===== src/rtl/i2s_sample_port.sv =====
// I2S slave port between the codec and the sequential DSP engine.
// Received left-channel samples go to the engine with a one-cycle strobe.
// The engine's latest output sample goes back out on both slots as mono.
module i2s_sample_port #(
  parameter int data_width  = 16,
  parameter int slot_width  = 32,
  parameter int sync_stages = 2
) (
  input  logic                  clk,
  input  logic                  reset,
  input  logic                  bclk,
  input  logic                  lrclk,
  input  logic                  sdin,
  output logic                  sdout,
  output logic [data_width-1:0] in_sample,
  output logic                  sample_ready,
  input  logic [data_width-1:0] out_sample,
  input  logic                  engine_ready,
  output logic                  overrun
);

  localparam int idx_w = $clog2(slot_width + 1);
  localparam logic [idx_w-1:0] idx_first = idx_w'(1);
  localparam logic [idx_w-1:0] idx_last  = idx_w'(data_width);
  localparam logic [idx_w-1:0] idx_sat   = idx_w'(slot_width);

  logic [sync_stages-1:0] bclk_sync, lrclk_sync, sdin_sync;
  logic                   bclk_s, lrclk_s, sdin_s;
  logic                   bclk_prev, lr_prev, eng_prev, armed;
  logic [idx_w-1:0]       bit_idx, idx_next;
  logic [data_width-2:0]  rx_shift;
  logic [data_width-1:0]  tx_hold;
  logic [slot_width-1:0]  tx_shift;
  logic                   rise, fall, lr_change, arm_now, capture, last_bit, eng_rise;

  assign bclk_s  = bclk_sync[sync_stages-1];
  assign lrclk_s = lrclk_sync[sync_stages-1];
  assign sdin_s  = sdin_sync[sync_stages-1];

  // Bring the codec's pins into the clk domain.
  always_ff @(posedge clk) begin
    if (reset) begin
      bclk_sync  <= '0;
      lrclk_sync <= '0;
      sdin_sync  <= '0;
    end else begin
      bclk_sync  <= {bclk_sync[sync_stages-2:0], bclk};
      lrclk_sync <= {lrclk_sync[sync_stages-2:0], lrclk};
      sdin_sync  <= {sdin_sync[sync_stages-2:0], sdin};
    end
  end

  // Edge detects and the bit index the current rise will produce.
  always_comb begin
    rise      = bclk_s & ~bclk_prev;
    fall      = ~bclk_s & bclk_prev;
    lr_change = lrclk_s != lr_prev;
    arm_now   = rise & lr_prev & ~lrclk_s;
    eng_rise  = engine_ready & ~eng_prev;
    idx_next  = bit_idx;
    if (lr_change)
      idx_next = '0;
    else if (bit_idx != idx_sat)
      idx_next = bit_idx + idx_first;
    // Index 1 is the MSB: I2S delays data by one bit after the lrclk change.
    capture  = rise & armed & ~lrclk_s & (idx_next >= idx_first) & (idx_next <= idx_last);
    last_bit = capture & (idx_next == idx_last);
  end

  // Slot tracking; arming waits for a left-slot start so no partial frame leaks out.
  always_ff @(posedge clk) begin
    if (reset) begin
      bclk_prev <= 1'b0;
      lr_prev   <= 1'b0;
      eng_prev  <= 1'b0;
      bit_idx   <= '0;
      armed     <= 1'b0;
    end else begin
      bclk_prev <= bclk_s;
      eng_prev  <= engine_ready;
      if (rise) begin
        lr_prev <= lrclk_s;
        bit_idx <= idx_next;
        if (arm_now)
          armed <= 1'b1;
      end
    end
  end

  // Receive the left channel and hand each completed word to the engine.
  always_ff @(posedge clk) begin
    if (reset) begin
      rx_shift     <= '0;
      in_sample    <= '0;
      sample_ready <= 1'b0;
      overrun      <= 1'b0;
    end else begin
      sample_ready <= 1'b0;
      if (capture)
        rx_shift <= {rx_shift[data_width-3:0], sdin_s};
      if (last_bit) begin
        in_sample    <= {rx_shift, sdin_s};
        sample_ready <= 1'b1;
        if (!engine_ready)
          overrun <= 1'b1;
      end
    end
  end

  // Transmit; a slot always sends the tx_hold value latched at its start.
  always_ff @(posedge clk) begin
    if (reset) begin
      tx_hold  <= '0;
      tx_shift <= '0;
      sdout    <= 1'b0;
    end else begin
      if (eng_rise)
        tx_hold <= out_sample;
      if (rise && lr_change)
        tx_shift <= {tx_hold, {(slot_width - data_width){1'b0}}};
      else if (fall && armed)
        tx_shift <= {tx_shift[slot_width-2:0], 1'b0};
      if (fall)
        sdout <= armed ? tx_shift[slot_width-1] : 1'b0;
    end
  end

endmodule


===== config.mk =====
export PLATFORM = sky130hd
export DESIGN_NAME = i2s_sample_port
export DESIGN_NICKNAME = d
export VERILOG_FILES = /design/src/rtl/i2s_sample_port.sv
export SDC_FILE = /design/constraint.sdc
export NUM_CORES = 1
export LEC_CHECK = 0
export CORE_ASPECT_RATIO = 1.4
export CORE_MARGIN = 2
export CORE_UTILIZATION = 35
export DETAILED_ROUTE_END_ITERATION = 10
export GPL_TIMING_DRIVEN = 1
export PLACE_DENSITY = 0.52
export SYNTH_ARGS = -nofsm -noshare
export SYNTH_HDL_FRONTEND = slang
export SYNTH_SLANG_ARGS = --single-unit

===== constraint.sdc =====
create_clock -name clk -period 3.14 [get_ports clk]
set_clock_uncertainty 0.2 [all_clocks]
set_input_delay 0.785 -clock clk [delete_from_list [all_inputs] [get_ports clk]]
set_output_delay 0.785 -clock clk [all_outputs]
set_load 0.1 [all_outputs]

==> qor.txt <==
Longest Clk Path Bufs -> 2
Synth Area in Compound Gates -> 9.108%
Port Buffers -> 40
Worst Tran Pin Value -> 0.9763 ns
Pleak -> 1.702 nW
Fin. Hold Viols -> 0
Starting Density -> 36.31%
Die Y-Extent -> 118.8 um
Setup-failing EPs final -> 0
Total GRT Usage -> 13.04%
commonest cells after routing, fill and taps aside -> dfxtp_1, mux2i_1, nand2_1, nand2b_1, buf_4
Place WS -> 0.6216 ns
post-route ant nets -> 0
Internal -> 1.848 mW
Root Driver -> clkbuf_16
post-synthesis mux area share -> 13.97%
post-CTS setup buffer count -> 0
synth warn -> 0
switch share -> 19.35%
Final nets -> 397
Cells after Synth -> 335
maximum vdd drop -> 0.0002724 V
drt wl/cell -> 12.66 um
setup ws final -> 0.6301 ns
drt first pass iters -> 3
Die X -> 86.03 um
worst hold path class -> reg2reg
post-layout util -> 44.56%
# clock sinks -> 82
Max-cap violations -> 0
status -> complete, no violations
vias per cell -> 4.839
Tmin final -> 2.510 ns
final worst path period share -> 79.93%
layout overhead on the synthesized area -> 22.73%
most common cell after layout, fill and taps aside -> dfxtp_1
largest net degree at the start of global routing -> 63
CP Capture Type -> register
grt ovf -> 0
R2R depth -> 8
RSZ-0062 raised after global routing -> false
die area -> 0.01022 sq mm
WS Path Type -> reg2reg
I/O pin cnt -> 41
syn nets -> 359
Synth Flop Type -> dfxtp_1
worst reg2reg setup slack -> 0.63 ns
Min-Delay Path Depth -> 1
Synth Register Bits -> 82
DP HPWL -> 4057 um
main combinational cell family by area after synthesis -> simple AND/OR/NAND/NOR gates
Reg2Reg Capture Point -> rx_shift[10]
data arrival time of the worst path -> 2.57 ns
initial antenna violation count -> 0
Cell variety after synth -> 36
Residual DRC -> 0
RR Startpoint -> bit_idx[0]
XOR/XNOR share of the synthesized area -> 1.898%
CTS buffer count -> 9
routed wire length -> 6127 um
hold_buf cts -> 0
CTS clk-pin slew, worst paths -> 0.06 ns
share of post-route cells with drive strength above 1 -> 14.59%
max frequency -> 398.4 MHz
EDFF count, synth -> 0
combinational fraction of design power -> 4.3%
setup_tns -> 0 ns
CP Max Fanout -> 15
CTS tree -> done
nature of the critical path startpoint -> register
syn_area_per_cell -> 9.842 sq um
WP data required -> 3.20 ns
critical path startpoint -> bit_idx[0]
net switching power figure -> 443.2 uW
Final Hold Slack -> 0.2426 ns
htree depth -> 3
Slew Viols, Final -> 0
Core ar. -> 0.009080 sq mm
via count -> 2342
row count -> 41
ANT cells -> 0
vias in the first global route -> 2305
Clock Latency Late Sink -> 0.33 ns
Starting DRT DRC Count -> 83
global-route wire length before repair -> 10610 um
clock power share -> 49.0%
slew margin rel. -> 34.92%
area share of fa/ha/maj cells after synthesis -> 0.7590%
Post-Synth Simple-Gate Area -> 20.19%
PD cells -> 566.2 mW/mm^2
synthesized cell area -> 0.003297 sq mm
ys async rst share -> 0%
sequential share of the synthesized area -> 49.79%
Sequential Power Share -> 46.7%
worst setup path endpoint -> rx_shift[10]
Power Total -> 2.291 mW
gp weighted congestion -> 0.7476
Resize count post-CTS -> 0
## cell type report
cell class / instances / area, sq um
clock buffer: 13 / 260.3
clock inverter: 2 / 60.06
fill: 897 / 5034
inverter: 4 / 15.01
multi-input combinational: 227 / 1520
sequential: 82 / 1642
tap: 107 / 133.9
timing repair buffer: 49 / 415.4
## cell usage after synthesis, types with 2 or more instances
cell type   n  share of area [%]
dfxtp_1    82                 50
mux2i_1    46                 14
nand2_1    38                4.3
nand2b_1   28                5.3
a21oi_1    23                3.5
nor2_1     20                2.3
clkbuf_1   16                1.8
a211oi_1   14                3.2
nor2b_1    11                2.1
nand3_1     7                1.1
or2b_2      7                1.9
o21ai_0     5               0.76
inv_1       4               0.46
a31oi_1     3               0.57
buf_6       3                1.0
nor3_1      3               0.46
xor2_1      3               0.80
and3_1      2               0.38
ha_1        2               0.76
nand3b_1    2               0.46
## registers in the layout, summed over array words and instances, names as in the netlist
register and cells:
armed 1, bclk_sync 2, eng_prev 1, lr_prev 1, in_sample 16, lrclk_sync 2, tx_hold 16, sdout 1
bit_idx 6, sdin_sync 2, tx_shift 16, rx_shift 15, bclk_prev 1, overrun 1, sample_ready 1
## kinds of logic (layout without fill, tap and decap cells)
logic type	Yosys count	after routing
AO/OA/AOI/OAI	49	49
AND/OR/NAND/NOR	125	125
adder cells (fa/ha/maj)	2	2
multiplexers	46	46
XOR/XNOR	5	5
flip-flops	82	82
buffers and inverters	26	68
## metrics by stage
step | instance area, sq um | instances
3_5_place_dp | 3726 | 469
3_3_place_gp | 3726 | 469
2_1_floorplan | 3297 | 335
4_1_cts | 4046 | 484
5_1_grt | 4046 | 484
6_report | 4046 | 484
## power by group through the flow
stage	registers (mW)	clock network, mW	logic [mW]
detailed placement	1.09	0	0.100
CTS	1.07	1.16	0.101
global placement	1.09	0	0.0991
finish	1.07	1.12	0.0983
floorplan	1.09	0	0.0574
global route	1.07	1.20	0.111
## how the worst min path moves through the flow
stage	start	slack, ns	endpoint
after floorplan	bclk_sync[0]	0.21	bclk_sync[1]
after global placement	lrclk_sync[0]	0.23	lrclk_sync[1]
after detailed placement	bclk_sync[0]	0.23	bclk_sync[1]
after CTS	bclk_sync[0]	0.25	bclk_sync[1]
after global routing	bclk_sync[0]	0.27	bclk_sync[1]
final	bclk_sync[0]	0.24	bclk_sync[1]
## worst max-delay path, stage by stage (launching register included)
cell and delay, ns:
dfxtp_1 0.42, inv_1 0.07, ha_1 0.32, or4b_4 0.49, o22ai_2 0.17, xnor2_1 0.13, and3_1 0.16, buf_4 0.26
mux2i_1 0.21
## layer usage
metal | global-route usage [%] | vias up | wire (um)
li1 | - | 1217 | -
met1 | 14.78 | 1086 | 2739
met2 | 22.04 | 31 | 3060
met3 | 4.227 | 8 | 218
met4 | 5.655 | 0 | 108
met5 | 0 | - | 0
Note: power is estimated with default switching activity, not from simulation.
